**config.mk**
```make
export PLATFORM = sky130hd
export DESIGN_NAME = aurora_hls_nfc_arbiter
export DESIGN_NICKNAME = d
export VERILOG_FILES = /design/src/rtl/aurora_hls_nfc_pkg.sv /design/src/rtl/aurora_hls_nfc_refresh_timer.sv /design/src/rtl/aurora_hls_nfc_arbiter.sv
export SDC_FILE = /design/constraint.sdc
export NUM_CORES = 1
export LEC_CHECK = 0
export BUFFER_PORTS_ARGS = -buffer_cell sky130_fd_sc_hd__buf_4
export CORE_MARGIN = 5
export CORE_UTILIZATION = 55
export DETAILED_ROUTE_END_ITERATION = 12
export PLACE_DENSITY = 0.9
export SYNTH_ARGS = -nofsm -noshare
export SYNTH_HDL_FRONTEND = slang
export SYNTH_SLANG_ARGS = --single-unit
```
**constraint.sdc**
```tcl
create_clock -name clk -period 3.55 [get_ports clk]
set_input_delay 0.1775 -clock clk [delete_from_list [all_inputs] [get_ports clk]]
set_output_delay 0.1775 -clock clk [all_outputs]
set_load 0.1 [all_outputs]
```
**src/rtl/aurora_hls_nfc_pkg.sv**
```systemverilog
// Shared types and constants for the Aurora NFC pause arbiter.
package aurora_hls_nfc_pkg;

    typedef enum logic [2:0] {
        RESET,
        RUNNING,
        SEND_XOFF,
        PAUSED,
        SEND_XON
    } nfc_state_t;

    localparam logic [15:0] NFC_XOFF = 16'hFFFF;
    localparam logic [15:0] NFC_XON  = 16'h0000;

    function automatic logic [31:0] sat_inc32(input logic [31:0] v);
        return (v == 32'hFFFF_FFFF) ? v : v + 32'd1;
    endfunction

endpackage

```
**src/rtl/aurora_hls_nfc_refresh_timer.sv**
```systemverilog
// Pause refresh timer: restarts on every XOFF handshake, counts while paused
// and holds at its terminal count until the next restart.
module aurora_hls_nfc_refresh_timer #(
    parameter int unsigned CYCLES = 1024
) (
    input  logic clk,
    input  logic rst_n,
    input  logic restart,
    input  logic enable,
    output logic tc
);

    localparam int unsigned W = (CYCLES > 2) ? $clog2(CYCLES) : 1;
    localparam logic [W-1:0] LAST = W'(CYCLES - 1);

    logic [W-1:0] count_reg;

    always_ff @(posedge clk) begin
        if (!rst_n || restart) begin
            count_reg <= '0;
        end else if (enable && (count_reg != LAST)) begin
            count_reg <= count_reg + W'(1);
        end
    end

    assign tc = (count_reg == LAST);

endmodule

```
**src/rtl/aurora_hls_nfc_arbiter.sv**
```systemverilog
// Arbitrates NUM_REQ pause requesters onto one Aurora NFC stream port.
// Optional XOFF refresh enabled by defining AURORA_HLS_NFC_REFRESH_EN.
module aurora_hls_nfc_arbiter
    import aurora_hls_nfc_pkg::*;
#(
    parameter int unsigned NUM_REQ        = 4,
    parameter int unsigned REFRESH_CYCLES = 1024
) (
    input  logic               clk,
    input  logic               rst_n,
    input  logic               counter_reset,
    input  logic [NUM_REQ-1:0] req_xoff,
    input  logic               s_axi_nfc_tready,
    output logic               s_axi_nfc_tvalid,
    output logic [0:15]        s_axi_nfc_tdata,
    output logic               link_paused,
    output logic [NUM_REQ-1:0] pause_cause,
    output logic [31:0]        xoff_count,
    output logic [31:0]        xon_count,
    output logic [31:0]        max_pause_cycles,
    output logic [31:0]        refresh_count
);

    nfc_state_t         state_reg;
    nfc_state_t         state_next;
    logic [NUM_REQ-1:0] req_q_reg;
    logic               link_paused_reg;
    logic [NUM_REQ-1:0] pause_cause_reg;
    logic [31:0]        xoff_count_reg;
    logic [31:0]        xon_count_reg;
    logic [31:0]        max_pause_reg;
    logic [31:0]        pause_ctr_reg;

    logic aggregate;
    logic xoff_hs;
    logic xon_hs;
    logic refresh_tc;
    logic in_pause_window;

    assign aggregate       = |req_q_reg;
    assign xoff_hs         = (state_reg == SEND_XOFF) && s_axi_nfc_tready;
    assign xon_hs          = (state_reg == SEND_XON) && s_axi_nfc_tready;
    assign in_pause_window = (state_reg == PAUSED) || (state_reg == SEND_XON);

    always_ff @(posedge clk) begin
        if (!rst_n) begin
            req_q_reg <= '0;
        end else begin
            req_q_reg <= req_xoff;
        end
    end

`ifdef AURORA_HLS_NFC_REFRESH_EN
    logic [31:0] refresh_count_reg;

    aurora_hls_nfc_refresh_timer #(
        .CYCLES (REFRESH_CYCLES)
    ) u_refresh_timer (
        .clk     (clk),
        .rst_n   (rst_n),
        .restart (xoff_hs),
        .enable  (state_reg == PAUSED),
        .tc      (refresh_tc)
    );

    // A refresh XOFF is one sent while the link is already paused.
    always_ff @(posedge clk) begin
        if (!rst_n || counter_reset) begin
            refresh_count_reg <= '0;
        end else if (xoff_hs && link_paused_reg) begin
            refresh_count_reg <= refresh_count_reg + 32'd1;
        end
    end

    assign refresh_count = refresh_count_reg;
`else
    logic unused_refresh_cfg;

    assign unused_refresh_cfg = (REFRESH_CYCLES < 4);
    assign refresh_tc         = 1'b0;
    assign refresh_count      = '0;
`endif

    // FSM: state register
    always_ff @(posedge clk) begin
        if (!rst_n) begin
            state_reg <= RESET;
        end else begin
            state_reg <= state_next;
        end
    end

    // FSM: next state; frames in flight are never retracted
    always_comb begin
        state_next = state_reg;
        case (state_reg)
            RESET:     state_next = RUNNING;
            RUNNING:   if (aggregate) state_next = SEND_XOFF;
            SEND_XOFF: if (s_axi_nfc_tready) state_next = PAUSED;
            PAUSED: begin
                if (!aggregate) begin
                    state_next = SEND_XON;
                end else if (refresh_tc) begin
                    state_next = SEND_XOFF;
                end
            end
            SEND_XON:  if (s_axi_nfc_tready) state_next = RUNNING;
            default:   state_next = RESET;
        endcase
    end

    // FSM: outputs; tdata is a pure state decode so it is stable while tvalid waits
    always_comb begin
        s_axi_nfc_tvalid = 1'b0;
        s_axi_nfc_tdata  = NFC_XON;
        case (state_reg)
            SEND_XOFF: begin
                s_axi_nfc_tvalid = 1'b1;
                s_axi_nfc_tdata  = NFC_XOFF;
            end
            SEND_XON: begin
                s_axi_nfc_tvalid = 1'b1;
                s_axi_nfc_tdata  = NFC_XON;
            end
            default: begin
                s_axi_nfc_tvalid = 1'b0;
                s_axi_nfc_tdata  = NFC_XON;
            end
        endcase
    end

    always_ff @(posedge clk) begin
        if (!rst_n) begin
            link_paused_reg <= 1'b0;
            pause_cause_reg <= '0;
        end else begin
            if (xoff_hs) begin
                link_paused_reg <= 1'b1;
            end else if (xon_hs) begin
                link_paused_reg <= 1'b0;
            end
            if ((state_reg == RUNNING) && aggregate) begin
                pause_cause_reg <= req_q_reg;
            end
        end
    end

    // Statistics; counter_reset takes priority over any same-cycle update
    always_ff @(posedge clk) begin
        if (!rst_n || counter_reset) begin
            xoff_count_reg <= '0;
            xon_count_reg  <= '0;
            max_pause_reg  <= '0;
            pause_ctr_reg  <= '0;
        end else begin
            if (xoff_hs) begin
                xoff_count_reg <= xoff_count_reg + 32'd1;
            end
            if (xon_hs) begin
                xon_count_reg <= xon_count_reg + 32'd1;
                if (pause_ctr_reg > max_pause_reg) begin
                    max_pause_reg <= pause_ctr_reg;
                end
            end
            if (xoff_hs && !link_paused_reg) begin
                pause_ctr_reg <= '0;
            end else if (in_pause_window) begin
                pause_ctr_reg <= sat_inc32(pause_ctr_reg);
            end
        end
    end

    assign link_paused      = link_paused_reg;
    assign pause_cause      = pause_cause_reg;
    assign xoff_count       = xoff_count_reg;
    assign xon_count        = xon_count_reg;
    assign max_pause_cycles = max_pause_reg;

endmodule
```
==> impl_results.md <==
* Status: completed
* Synth Flop Type: dfxtp_1
* Hold buffers post-CTS at 4
* Post-DP HPWL at between 10000 and 15000 microns
* DRT Pass-1 Iters at 5
* Area delta synth->final at 21.2%
* Post-CTS sizing at 0
* LEAKAGE at between 3 and 4 nW
* Sequential share of power at 40.3%
* Total power at 3.95 mW
* Vias in the first global route at ~6.2k
* Startpoint types: flop
* Crit path DAT at approximately 3.4 ns
* PwrDens at about 450 nW/um^2
* Number of I/O pins at roughly 160
* Via Count at around 6.4k
* Int Pwr at approximately 2.9 mW
* Peak supply drop at 0.000444 V
* IO Port Bufs at ~130
* Clock Latency Late Sink at roughly 0.42 ns
* Post-CTS setup buffers at 0
* Yosys warns at 0
* Area leader, netlist: dfxtp_1
* Syn Std Cell Area at between 7000 and 8000 sq um
* Initial DRC count at slightly above 400
* RSZ-0062 raised after global routing: no
* Number of flops mapped to enable cells by yosys at 0
* Vias per inst at about 5.5
* Global-route congestion overflow total at 0
* Most frequent cells after synthesis: dfxtp_1, nor2_1, a21oi_1
* Final ANT Viol Nets at 0
* Core area at 12800 sq um
* Core Util, Final at roughly two thirds
* Final Hold Fails at 0
* CTS Buf Count at 17
* Final TNS setup at 0 ns
* Sequential area share after synthesis at between 30% and 40%
* Crit-path max FO at 23
* CTS Root Cell: clkbuf_16
* DIE AREA at between 15000 and 20000 sq um
* Number of diodes at 0
* CTS Buffer Depth at 2
* Clk slew on worst S/H paths at 0.06 ns
* Switching portion of total power at around 28%
* Fin cells at 1162
* Nets@finish at roughly 1.0k
* Dpl cells at between 1k and 1.5k
* Count leader, synth: dfxtp_1
* Global-route wire length before repair at a little under 30000 microns
* Setup Crit Path Kind: flop to flop
* Die Span X at around 120 microns
* Crit path required time at between 3 and 4 ns
* Top-area cell type share of the netlist area at roughly 39%
* Fmax at around 330 MHz
* Final Cell Area at just under 9000 sq um
* HP Class: input pin to flop
* Maxcap violations at 0
* Switching power at 1.09 mW
* Clock share of power at ~48%
* Clock skew at between 0.006 and 0.007 ns
* TritonCTS clock tree: yes
* Crit end category: flop
* Post-synth ARST share at 0%
* Unique masters post-synth at 58
* GRT Total Usage at 22.5%
* Routed WL per cell at about 15 microns
* Setup Viol. Count Final at 0
* Initial Utilization at about 57%
* Syn avg cell area at just over 8 sq um
* Seq cells post-synth at 140
* Die Span Y at roughly 120 microns
* Slew @ Worst Pin at ~1.1 ns
* CTS Sinks at 140
* Tmin final at a little over 3 ns
* Cell Area, Placed at between 8000 and 9000 sq um
* Share of cells above drive strength 1 at 18.2%
* Largest net degree at the start of global routing at 96
* WL final at roughly 18000 microns
* Initial antenna violation count at 0
* Slew margin rel. at 29.1%
* Placer Congestion at approximately 0.88
* Fin. max-slew vios at 0
* Cells after Synth at between 800 and 900
* Synth area leaders: dfxtp_1, ha_1, buf_4, xnor2_1, nor2_1
* Final worst-path cycle share at 85.7%
* Comb power frac at between 10 and 15%
* Drt drc at 0
* Rows at 41
* H-tree levels at 4
[worst max-delay path, stage by stage, from the launching register on]
cell,delay (ns)
dfxtp_1,0.35
inv_1,0.05
ha_1,0.31
nand4_1,0.20
nor4_1,0.47
nor3b_1,0.49
o31a_1,0.43
buf_4,0.32
o21ai_0,0.12
a21oi_1,0.18
[power groups by stage]
| stage | logic (mW) | registers (mW) | clock network (mW) |
|---|---|---|---|
| 4_1_cts | 0.447 | 1.59 | 1.93 |
| 3_5_place_dp | 0.442 | 1.63 | 0 |
| 3_3_place_gp | 0.440 | 1.63 | 0 |
| 5_1_grt | 0.460 | 1.59 | 2.01 |
| 2_1_floorplan | 0.419 | 1.65 | 0 |
| 6_report | 0.448 | 1.59 | 1.91 |
[worst paths after layout]
kind / start / end / slack (ns) / cells after the start
max: max_pause_cycles[30] / max_pause_cycles[23] / 0.51 / 9
min: counter_reset / xoff_count[4] / 0.06 / 3
min reg2reg: max_pause_cycles[29] / max_pause_cycles[29] / 0.48 / 2
max reg2reg: max_pause_cycles[30] / max_pause_cycles[23] / 0.51 / 9
[layout by cell type (no fill, tap or decap), types with 3 or more instances in the layout]
| master | n |
|---|---|
| nor3_1 | 17 |
| clkbuf_16 | 17 |
| xor2_1 | 37 |
| clkinv_4 | 4 |
| a21oi_1 | 65 |
| buf_4 | 133 |
| nor4_1 | 11 |
| ha_1 | 35 |
| a21o_1 | 4 |
| nand2_1 | 51 |
| inv_1 | 50 |
| o21ai_0 | 55 |
| xnor2_1 | 40 |
| and2_1 | 11 |
| or3_1 | 14 |
| dfxtp_1 | 140 |
| a22oi_1 | 5 |
| nor2_1 | 88 |
| nand4_1 | 31 |
| dlygate4sd3_1 | 4 |
| bufinv_16 | 4 |
| nand2b_1 | 3 |
| and3_1 | 14 |
| nor2b_1 | 9 |
| and4_1 | 10 |
| conb_1 | 32 |
| nor3b_1 | 3 |
| nand3_1 | 60 |
[kinds of logic after synthesis]
kind of cell | synth area share [%]
AND/OR/NAND/NOR | 24.7
AO/OA/AOI/OAI | 10.9
flip-flops | 38.8
buffers and inverters | 9.65
XOR/XNOR | 9.33
adder cells (fa/ha/maj) | 6.20
multiplexers | 0.294
other | 0.0519
[layer usage]
metal  part of all wire [%]  vias up  GRT usage [%]
li1                       -     3149              -
met1                     42     2995           26.7
met2                     49      243           37.6
met3                    8.0       36           7.46
met4                    1.8        0           8.70
met5                      0        -              0
[metrics by stage]
| stage | setup WS, ns | hold WS, ns |
|---|---|---|
| 2_1_floorplan | 0.214 | 0.305 |
| 3_3_place_gp | 0.832 | 0.386 |
| 3_5_place_dp | 0.664 | 0.392 |
| 4_1_cts | 0.515 | 0.0495 |
| 5_1_grt | 0.209 | 0.0572 |
| 6_report | 0.507 | 0.0624 |
[final cells by class]
type,count,area (sq um)
sequential,140,2800
fill,1005,4010
multi-input combinational,631,3870
clock buffer,20,457
clock inverter,12,185
tap,172,215
timing repair buffer,137,1040
inverter,50,188
(Power assumes the default switching activity.)
